==> src/rtl/tone_sequencer_pkg.sv <==
// -----------------------------------------------------------------------------
// tone_sequencer_pkg
// Shared types and constants for the tone sequencer slice.
//   - state_e      : playback FSM encoding (IDLE=0, PLAY=1)
//   - DEF_*        : default parameter values for the sequencer and its interface
//   - cmd_width()  : command word width from the duration/period field widths
//   - cnt_width()  : width of a counter that must hold (2**field_w - 1) * scale
// -----------------------------------------------------------------------------
package tone_sequencer_pkg;

    typedef enum logic [0:0] {
        ST_IDLE = 1'b0,
        ST_PLAY = 1'b1
    } state_e;

    localparam int DEF_PRESCALE = 1;
    localparam int DEF_DUR_UNIT = 512;
    localparam int DEF_PERIOD_W = 8;
    localparam int DEF_DUR_W    = 4;
    localparam int DEF_DEPTH    = 4;

    // Command word is {dur, period}.
    function automatic int cmd_width(input int dur_w, input int period_w);
        return dur_w + period_w;
    endfunction

    // Smallest width able to hold the largest field value times its scale,
    // so a counter loaded once per note never wraps.
    function automatic int cnt_width(input int field_w, input int scale);
        int max_val;
        max_val = ((32'sd1 <<< field_w) - 32'sd1) * scale;
        if (max_val < 32'sd2) begin
            return 1;
        end else begin
            return $clog2(max_val + 32'sd1);
        end
    endfunction

endpackage

==> src/rtl/tone_sequencer_if.sv <==
// -----------------------------------------------------------------------------
// tone_sequencer_if
// Command handshake between a score/ROM walker (master) and the sequencer
// (slave).
//   cmd       : {dur, period} note command
//   cmd_valid : command present
//   cmd_ready : sequencer can accept (combinational in the slave)
// -----------------------------------------------------------------------------
interface tone_sequencer_if
    import tone_sequencer_pkg::*;
#(
    parameter int CMD_W = cmd_width(DEF_DUR_W, DEF_PERIOD_W)
);
    logic [CMD_W-1:0] cmd;
    logic             cmd_valid;
    logic             cmd_ready;

    modport master (output cmd, output cmd_valid, input cmd_ready);
    modport slave  (input cmd, input cmd_valid, output cmd_ready);
endinterface

==> src/rtl/tone_sequencer_cmd_fifo.sv <==
// -----------------------------------------------------------------------------
// tone_sequencer_cmd_fifo
// Synchronous command FIFO with synchronous clear.
//   clk        in   clock, rising edge
//   clr_i      in   synchronous clear (reset or flush), wins over push/pop
//   push_i     in   write din_i (ignored when full)
//   pop_i      in   advance read pointer (ignored when empty)
//   din_i      in   write data
//   dout_o     out  head-of-queue data (valid when !empty_o)
//   full_o     out  occupancy == DEPTH
//   empty_o    out  occupancy == 0
//   level_o    out  registered occupancy
//   level_nxt_o out occupancy after the coming edge
// -----------------------------------------------------------------------------
module tone_sequencer_cmd_fifo #(
    parameter int WIDTH = 12,
    parameter int DEPTH = 4
) (
    input  logic                       clk,
    input  logic                       clr_i,
    input  logic                       push_i,
    input  logic                       pop_i,
    input  logic [WIDTH-1:0]           din_i,
    output logic [WIDTH-1:0]           dout_o,
    output logic                       full_o,
    output logic                       empty_o,
    output logic [$clog2(DEPTH+1)-1:0] level_o,
    output logic [$clog2(DEPTH+1)-1:0] level_nxt_o
);
    localparam int AW = (DEPTH > 1) ? $clog2(DEPTH) : 1;
    localparam int LW = $clog2(DEPTH + 1);
    localparam logic [AW-1:0] PTR_ONE = AW'(1'b1);
    localparam logic [LW-1:0] LVL_ONE = LW'(1'b1);
    localparam logic [LW-1:0] LVL_MAX = LW'(DEPTH);

    logic [WIDTH-1:0] mem_q [DEPTH];
    logic [AW-1:0]    wr_ptr_q, wr_ptr_d;
    logic [AW-1:0]    rd_ptr_q, rd_ptr_d;
    logic [LW-1:0]    count_q, count_d;
    logic             push_ok_s, pop_ok_s;

    assign full_o      = (count_q == LVL_MAX);
    assign empty_o     = (count_q == '0);
    assign push_ok_s   = push_i & ~full_o & ~clr_i;
    assign pop_ok_s    = pop_i & ~empty_o & ~clr_i;
    assign dout_o      = mem_q[rd_ptr_q];
    assign level_o     = count_q;
    assign level_nxt_o = count_d;

    // Next pointers and occupancy; depth is a power of two so pointers wrap naturally.
    always_comb begin
        wr_ptr_d = wr_ptr_q;
        rd_ptr_d = rd_ptr_q;
        count_d  = count_q;
        if (clr_i) begin
            wr_ptr_d = '0;
            rd_ptr_d = '0;
            count_d  = '0;
        end else begin
            if (push_ok_s) begin
                wr_ptr_d = wr_ptr_q + PTR_ONE;
            end else begin
                wr_ptr_d = wr_ptr_q;
            end
            if (pop_ok_s) begin
                rd_ptr_d = rd_ptr_q + PTR_ONE;
            end else begin
                rd_ptr_d = rd_ptr_q;
            end
            case ({push_ok_s, pop_ok_s})
                2'b10:   count_d = count_q + LVL_ONE;
                2'b01:   count_d = count_q - LVL_ONE;
                default: count_d = count_q;
            endcase
        end
    end

    // Pointer and occupancy registers.
    always_ff @(posedge clk) begin
        wr_ptr_q <= wr_ptr_d;
        rd_ptr_q <= rd_ptr_d;
        count_q  <= count_d;
    end

    // Storage write; contents need no clear because occupancy gates every read.
    always_ff @(posedge clk) begin
        if (push_ok_s) begin
            mem_q[wr_ptr_q] <= din_i;
        end
    end

endmodule

==> src/rtl/tone_sequencer.sv <==
// -----------------------------------------------------------------------------
// tone_sequencer
// Queues {dur, period} note commands and plays them back-to-back as a square
// wave. period==0 is a rest, dur==0 retires the command without playing.
//   clk          in   system clock, rising edge
//   rst          in   synchronous active-high reset
//   cmd_if       slave handshake: cmd, cmd_valid in; cmd_ready out (combinational)
//   flush_i      in   drop queued commands and abort the current note
//   busy_o       out  note playing or FIFO non-empty (registered)
//   q_o          out  square-wave output (registered)
//   note_done_o  out  one-cycle pulse per retired command (registered)
//   level_o      out  FIFO occupancy (registered)
// -----------------------------------------------------------------------------
module tone_sequencer
    import tone_sequencer_pkg::*;
#(
    parameter int PRESCALE = DEF_PRESCALE,
    parameter int DUR_UNIT = DEF_DUR_UNIT,
    parameter int PERIOD_W = DEF_PERIOD_W,
    parameter int DUR_W    = DEF_DUR_W,
    parameter int DEPTH    = DEF_DEPTH
) (
    input  logic                       clk,
    input  logic                       rst,
    tone_sequencer_if.slave            cmd_if,
    input  logic                       flush_i,
    output logic                       busy_o,
    output logic                       q_o,
    output logic                       note_done_o,
    output logic [$clog2(DEPTH+1)-1:0] level_o
);
    localparam int CMD_W      = cmd_width(DUR_W, PERIOD_W);
    localparam int DUR_MSB    = CMD_W - 1;
    localparam int PERIOD_MSB = PERIOD_W - 1;
    localparam int DCNT_W     = cnt_width(DUR_W, DUR_UNIT);
    localparam int HCNT_W     = cnt_width(PERIOD_W, PRESCALE);
    localparam int LVL_W      = $clog2(DEPTH + 1);

    localparam logic [DCNT_W-1:0] DCNT_ONE = DCNT_W'(1'b1);
    localparam logic [HCNT_W-1:0] HCNT_ONE = HCNT_W'(1'b1);

    // FIFO side
    logic [CMD_W-1:0]    fifo_dout_s;
    logic                fifo_full_s;
    logic                fifo_empty_s;
    logic [LVL_W-1:0]    fifo_lvl_nxt_s;
    logic                clr_s;
    logic                push_s;
    logic                pop_s;

    // Head-of-queue fields and the counts they load
    logic [DUR_W-1:0]    head_dur_s;
    logic [PERIOD_W-1:0] head_per_s;
    logic [DCNT_W-1:0]   dur_load_s;
    logic [HCNT_W-1:0]   half_load_s;

    // Playback state
    state_e              state_q, state_d;
    logic [DCNT_W-1:0]   dur_cnt_q, dur_cnt_d;
    logic [HCNT_W-1:0]   half_cnt_q, half_cnt_d;
    logic [HCNT_W-1:0]   half_rl_q, half_rl_d;
    logic                q_q, q_d;
    logic                note_done_q, note_done_d;
    logic                busy_q, busy_d;

    assign clr_s            = rst | flush_i;
    assign cmd_if.cmd_ready = ~fifo_full_s & ~flush_i & ~rst;
    assign push_s           = cmd_if.cmd_valid & cmd_if.cmd_ready;
    // Only an idle sequencer consumes the head; this also covers the gap cycle.
    assign pop_s            = (state_q == ST_IDLE) & ~fifo_empty_s & ~clr_s;

    assign head_dur_s  = fifo_dout_s[DUR_MSB:PERIOD_W];
    assign head_per_s  = fifo_dout_s[PERIOD_MSB:0];
    assign dur_load_s  = DCNT_W'(head_dur_s) * DCNT_W'(DUR_UNIT);
    assign half_load_s = HCNT_W'(head_per_s) * HCNT_W'(PRESCALE);

    tone_sequencer_cmd_fifo #(
        .WIDTH (CMD_W),
        .DEPTH (DEPTH)
    ) u_cmd_fifo (
        .clk         (clk),
        .clr_i       (clr_s),
        .push_i      (push_s),
        .pop_i       (pop_s),
        .din_i       (cmd_if.cmd),
        .dout_o      (fifo_dout_s),
        .full_o      (fifo_full_s),
        .empty_o     (fifo_empty_s),
        .level_o     (level_o),
        .level_nxt_o (fifo_lvl_nxt_s)
    );

    // Playback FSM: note start/end, duration countdown and half-period toggling.
    always_comb begin
        state_d     = state_q;
        dur_cnt_d   = dur_cnt_q;
        half_cnt_d  = half_cnt_q;
        half_rl_d   = half_rl_q;
        q_d         = q_q;
        note_done_d = 1'b0;
        if (clr_s) begin
            // Abort without retiring: no note_done for a flushed note.
            state_d    = ST_IDLE;
            dur_cnt_d  = '0;
            half_cnt_d = '0;
            half_rl_d  = '0;
            q_d        = 1'b0;
        end else begin
            case (state_q)
                ST_IDLE: begin
                    q_d = 1'b0;
                    if (pop_s) begin
                        if (head_dur_s != '0) begin
                            state_d    = ST_PLAY;
                            dur_cnt_d  = dur_load_s;
                            half_cnt_d = half_load_s;
                            half_rl_d  = half_load_s;
                            // A tone starts high; a rest (period 0) stays low.
                            q_d        = (head_per_s != '0);
                        end else begin
                            note_done_d = 1'b1;
                        end
                    end else begin
                        state_d = ST_IDLE;
                    end
                end
                ST_PLAY: begin
                    if (dur_cnt_q == DCNT_ONE) begin
                        // Last PLAY cycle: next cycle is the one-cycle low gap.
                        state_d     = ST_IDLE;
                        dur_cnt_d   = '0;
                        half_cnt_d  = '0;
                        q_d         = 1'b0;
                        note_done_d = 1'b1;
                    end else begin
                        dur_cnt_d = dur_cnt_q - DCNT_ONE;
                        if (half_rl_q == '0) begin
                            q_d = 1'b0;
                        end else if (half_cnt_q == HCNT_ONE) begin
                            half_cnt_d = half_rl_q;
                            q_d        = ~q_q;
                        end else begin
                            half_cnt_d = half_cnt_q - HCNT_ONE;
                        end
                    end
                end
                default: begin
                    state_d = ST_IDLE;
                    q_d     = 1'b0;
                end
            endcase
        end
        // busy is registered, so it is built from the values the next cycle will hold.
        busy_d = (state_d == ST_PLAY) | (fifo_lvl_nxt_s != '0);
    end

    // State and output registers with synchronous reset.
    always_ff @(posedge clk) begin
        if (rst) begin
            state_q     <= ST_IDLE;
            dur_cnt_q   <= '0;
            half_cnt_q  <= '0;
            half_rl_q   <= '0;
            q_q         <= 1'b0;
            note_done_q <= 1'b0;
            busy_q      <= 1'b0;
        end else begin
            state_q     <= state_d;
            dur_cnt_q   <= dur_cnt_d;
            half_cnt_q  <= half_cnt_d;
            half_rl_q   <= half_rl_d;
            q_q         <= q_d;
            note_done_q <= note_done_d;
            busy_q      <= busy_d;
        end
    end

    assign q_o         = q_q;
    assign note_done_o = note_done_q;
    assign busy_o      = busy_q;

endmodule

==> src/flat_wrapper.sv <==
// flat-port wrapper written by rule: the top's interface ports become plain ports
module tone_sequencer_flat import tone_sequencer_pkg::*;
#(
    parameter int PRESCALE = DEF_PRESCALE,
    parameter int DUR_UNIT = DEF_DUR_UNIT,
    parameter int PERIOD_W = DEF_PERIOD_W,
    parameter int DUR_W    = DEF_DUR_W,
    parameter int DEPTH    = DEF_DEPTH
)
  (clk, rst, flush_i, busy_o, q_o, note_done_o, level_o, cmd_if_cmd, cmd_if_cmd_valid, cmd_if_cmd_ready);
  tone_sequencer_if #(.CMD_W(12)) cmd_if_i ();
  input  logic clk;
  input  logic rst;
  input  logic flush_i;
  output logic busy_o;
  output logic q_o;
  output logic note_done_o;
  output logic [$clog2(DEPTH+1)-1:0] level_o;
  input wire logic [$bits(cmd_if_i.cmd)-1:0] cmd_if_cmd;
  input wire logic [$bits(cmd_if_i.cmd_valid)-1:0] cmd_if_cmd_valid;
  output wire logic [$bits(cmd_if_i.cmd_ready)-1:0] cmd_if_cmd_ready;
  assign cmd_if_i.cmd = cmd_if_cmd;
  assign cmd_if_i.cmd_valid = cmd_if_cmd_valid;
  assign cmd_if_cmd_ready = cmd_if_i.cmd_ready;
  tone_sequencer #(.PRESCALE(PRESCALE), .DUR_UNIT(DUR_UNIT), .PERIOD_W(PERIOD_W), .DUR_W(DUR_W), .DEPTH(DEPTH)) u_core (.clk(clk), .rst(rst), .cmd_if(cmd_if_i), .flush_i(flush_i), .busy_o(busy_o), .q_o(q_o), .note_done_o(note_done_o), .level_o(level_o));
endmodule
==> config.mk <==
export PLATFORM = sky130hd
export DESIGN_NAME = tone_sequencer_flat
export DESIGN_NICKNAME = d
export VERILOG_FILES = /design/src/rtl/tone_sequencer_pkg.sv /design/src/rtl/tone_sequencer_if.sv /design/src/rtl/tone_sequencer_cmd_fifo.sv /design/src/rtl/tone_sequencer.sv /design/src/flat_wrapper.sv
export SDC_FILE = /design/constraint.sdc
export NUM_CORES = 1
export LEC_CHECK = 0
export BUFFER_PORTS_ARGS = -buffer_cell sky130_fd_sc_hd__buf_2
export CORE_MARGIN = 4
export CORE_UTILIZATION = 60
export DETAILED_ROUTE_END_ITERATION = 7
export PLACE_DENSITY = 0.78
export SLEW_MARGIN = 25
export SYNTH_ARGS = -nofsm -noshare
export SYNTH_HDL_FRONTEND = slang
export SYNTH_SLANG_ARGS = --single-unit
==> constraint.sdc <==
create_clock -name clk -period 5 [get_ports clk]
set_clock_uncertainty 0.05 [all_clocks]
set_input_delay 1.5 -clock clk [delete_from_list [all_inputs] [get_ports clk]]
set_output_delay 1.5 -clock clk [all_outputs]
set_load 0.05 [all_outputs]
==> reports/summary.md <==
The number of clock buffers added by TritonCTS is 9. The worst-skew pair later-pin latency was 360 ps. The area share of the leading cell type in the synthesized netlist was 0.357.

The maximum fanout encountered on the critical timing path came out at 13. The initial standard-cell utilization of the core was 0.626. Kind of start point of the critical path: an input pin. Combinational fraction of design power: 0.038. By startpoint and endpoint, the worst setup path is classified as in2out. The number of hold buffers added after CTS was 0; the endpoint required time on the critical path was 3450 ps.

In this run the cell area of the synthesized design comes to 0.00404 mm². The first detailed-routing pass took 5 iterations. The share of post-route cells with drive strength above 1 was 0.167. The sink of the worst hold path is u_core.half_rl_q[0].

In this run the standard cell core region covers 0.00646 mm². The tools report the total routing resource utilization after global routing as 0.215. The worst reg-to-reg path cell count is 8. The detailed router placed 2,757 vias in this run.

The worst reg-to-reg setup slack was 1930 ps. The first routing iteration left 217 violations. The final weighted congestion of routability-driven global placement is 0.875, and the hold-critical path depth is 2. The height of the chip works out to 90.1 µm. For the pin with the worst max-slew slack, the measured transition is 1020 ps. In the detailed route, the total length drawn on met3 is 364 µm. The number of H-tree levels was 3; the hold violation total from the final report was 0.

After detailed routing, no signal wire sits above met4. Relative to the synthesized area, the layout overhead comes to 8.51%. The synthesis warning total is 0, and the number of nets produced by synthesis is 367.

TritonCTS built the clock tree. The number of antenna diodes in the final layout is 0. In this run the post-CTS setup repair buffer count came out at 0. Timing analysis after detailed placement gives a worst setup slack of 660 ps. The die boundary width came out at 90.1 µm. The sequential fraction of the synthesis area is 0.565, and the maximum number of pins on one net before global-route repair is 16.

The run gives 0.00439 mm² as the post-route standard cell area excluding fillers. The cell chosen for the clock root was sky130_fd_sc_hd__clkbuf_8. In this run the power density over the cells is 302 mW/mm². The worst setup path is captured at an output port. Timing would allow up to 0.235 GHz. The startpoint identified for the worst register-to-register timing path is u_core.state_q. The initial antenna violation count was 0; the switching share of power was 0.220.

The placed standard-cell area is 0.00420 mm², and the async set-reset flop share out of synthesis is 0. The detail-routed net length per standard cell works out to 18.5 µm. The switching power summed over all nets was 291 µW.

The sum of met2 wire segment lengths after detailed routing is 4.09 mm. After clock tree synthesis, the clock-pin slew on the worst setup and hold paths is 80 ps. CTS saw 90 sinks. The worst IR drop on VDD came out at 0.000246 V. The post-route met1 wirelength was 3.55 mm; the average size of a mapped cell was 11.9 µm². The ratio of final minimum period to clock period is 0.850.

For this run the aggregate overflow at the end of global routing stands at 0. The aggregate routed wire length was 8.17 mm; the remaining antenna violation count was 0. The tools report the hold slack as 446 ps. The setup TNS is 0 ps, and the count of mapped cells out of synthesis is 341. The number of enable flip-flop cells after synthesis is 48, and the number of failing setup endpoints in the final timing report is 0. The path class of the lowest-slack min-delay path is reg2reg.

The worst slew slack as a fraction of its limit was 0.315. The max-slew violation count came out at 0. Count of cells resized by post-cts repair: 0. After detailed routing, the number of remaining DRC violations is 0. Start point of the worst hold path: u_core.half_rl_q[0]. Of all cell types, the one taking the most synthesized area is sky130_fd_sc_hd__edfxtp_1. The number of global-route vias before repair is 2,664. Setup repair after global routing left no endpoint under its margin. The run finished with clean final reports.

The first global-routing pass estimated 13.6 mm of wire. The netlist uses 59 different library cells. The longest clock path from root to sink contains 2 buffers. The final cell utilization of the core was 0.679. Buffers placed on the I/O ports in this run total 22.

Detailed placement ended at an HPWL of 5.77 mm. For this run, the leading register cell type out of synthesis is sky130_fd_sc_hd__edfxtp_1. The logs give 0.368 for the share of power burned in the clock network and 2700 ps for the critical path data arrival time. In this run the static leakage power is 1.51 nW.

The worst register-to-register path ends at u_core.busy_o. 23 I/O pins were placed. The number of flip-flops and latches in the synthesized netlist is 90. Sequential cell fraction of total power: 0.593.

Counting I/O delays and the setup requirement, the final critical path takes 4250 ps. The post-layout worst setup margin is 751 ps, and the overall die area is 0.00812 mm². Internal power of the cells: 1.03 mW. Ranked by total cell area, the synthesized netlist is headed by sky130_fd_sc_hd__edfxtp_1, sky130_fd_sc_hd__dfxtp_1, sky130_fd_sc_hd__mux4_2, sky130_fd_sc_hd__ha_1, sky130_fd_sc_hd__a21oi_1. The number of nets in the layout is 386. Across the run, the number of max-cap violations was 0. The average via count per standard cell works out to 6.24. For the number of rows created at floorplan, the log shows 29.
==> worst max-delay path by stage <==
stage	endpoint	slack, ps	from	cells after the start
floorplan	u_core.busy_o	250	flush_i	11
global placement	u_core.busy_o	750	flush_i	9
detailed placement	u_core.busy_o	660	flush_i	9
CTS	cmd_if_cmd_ready	760	flush_i	4
global route	cmd_if_cmd_ready	700	flush_i	4
finish	cmd_if_cmd_ready	750	flush_i	4
==> cells in the mapped netlist, types with 3 or more instances <==
library cell,count
sky130_fd_sc_hd__nand3_1,6
sky130_fd_sc_hd__nor4_1,5
sky130_fd_sc_hd__nor2_1,23
sky130_fd_sc_hd__a22oi_1,4
sky130_fd_sc_hd__dfxtp_1,42
sky130_fd_sc_hd__nor3_1,9
sky130_fd_sc_hd__or4_1,7
sky130_fd_sc_hd__nand2_1,29
sky130_fd_sc_hd__o21ai_0,18
sky130_fd_sc_hd__a211oi_1,5
sky130_fd_sc_hd__ha_1,9
sky130_fd_sc_hd__mux4_2,11
sky130_fd_sc_hd__inv_1,8
sky130_fd_sc_hd__buf_2,4
sky130_fd_sc_hd__o31a_1,4
sky130_fd_sc_hd__a21oi_1,22
sky130_fd_sc_hd__nand2b_1,3
sky130_fd_sc_hd__a222oi_1,3
sky130_fd_sc_hd__o21a_1,4
sky130_fd_sc_hd__and3_1,4
sky130_fd_sc_hd__clkbuf_1,10
sky130_fd_sc_hd__xnor2_1,9
sky130_fd_sc_hd__or3_1,7
sky130_fd_sc_hd__edfxtp_1,48
==> stage by stage <==
step	std cells	power (mW)
after floorplan	341	0.833
after global routing	442	1.38
after CTS	442	1.33
final	442	1.32
after global placement	426	0.850
after detailed placement	426	0.853
==> flip-flops by register name, summed over array words and instances (netlist names), named ones only <==
signal,flops
u_core.half_rl_q,8
u_core.q_o,1
u_core.u_cmd_fifo.mem_q,48
u_core.half_cnt_q,8
u_core.dur_cnt_q,13
u_core.busy_o,1
u_core.u_cmd_fifo.wr_ptr_q,2
u_core.note_done_o,1
u_core.u_cmd_fifo.level_o,3
u_core.u_cmd_fifo.rd_ptr_q,2
u_core.state_q,1
==> area by class of cell <==
type | count | area, µm²
timing repair buffer | 26 | 140
tap | 77 | 96.3
sequential | 90 | 2280
fill | 491 | 2070
clock inverter | 6 | 63.8
inverter | 9 | 33.8
multi-input combinational | 224 | 1640
clock buffer | 10 | 128
==> routing by layer <==
layer / track usage / vias to the layer above
met5: 0 / -
met4: 0.0931 / 0
met3: 0.0451 / 15
met2: 0.340 / 60
met1: 0.286 / 1338
li1: - / 1344
==> power groups by stage <==
stage | Sequential (mW) | Clock, mW | Combinational [mW]
final | 0.785 | 0.487 | 0.0509
after global routing | 0.785 | 0.536 | 0.0559
after CTS | 0.785 | 0.496 | 0.0510
after detailed placement | 0.802 | 0 | 0.0507
after global placement | 0.801 | 0 | 0.0489
after floorplan | 0.803 | 0 | 0.0296
==> logic make-up after synthesis <==
logic type               share of synthesized area
adder cells (fa/ha/maj)                     0.0328
buffers and inverters                       0.0291
multiplexers                                0.0755
XOR/XNOR                                    0.0238
AND/OR/NAND/NOR                              0.136
AO/OA/AOI/OAI                                0.138
flip-flops                                   0.565
==> cell usage in the layout (no fill, tap or decap), drive strengths merged, types with 3 or more instances in the layout <==
master	Yosys	final
a211oi	5	5
a21oi	23	23
a222oi	3	3
a22oi	4	4
and3	4	4
buf	8	26
clkbuf	10	10
dfxtp	42	42
edfxtp	48	48
ha	9	9
inv	8	10
mux4	12	12
nand2	29	29
nand2b	3	3
nand3	6	6
nor2	24	24
nor3	9	9
nor4	6	6
o21a	4	4
o21ai	18	18
o31a	4	4
or3	7	7
or4	7	7
xnor2	9	9
==> critical path, cell delays in order <==
cell and delay [ps]:
sky130_fd_sc_hd__buf_2 100, sky130_fd_sc_hd__or2_2 410, sky130_fd_sc_hd__a21oi_1 340, sky130_fd_sc_hd__buf_2 340
Note: power is estimated with default switching activity, not from simulation.
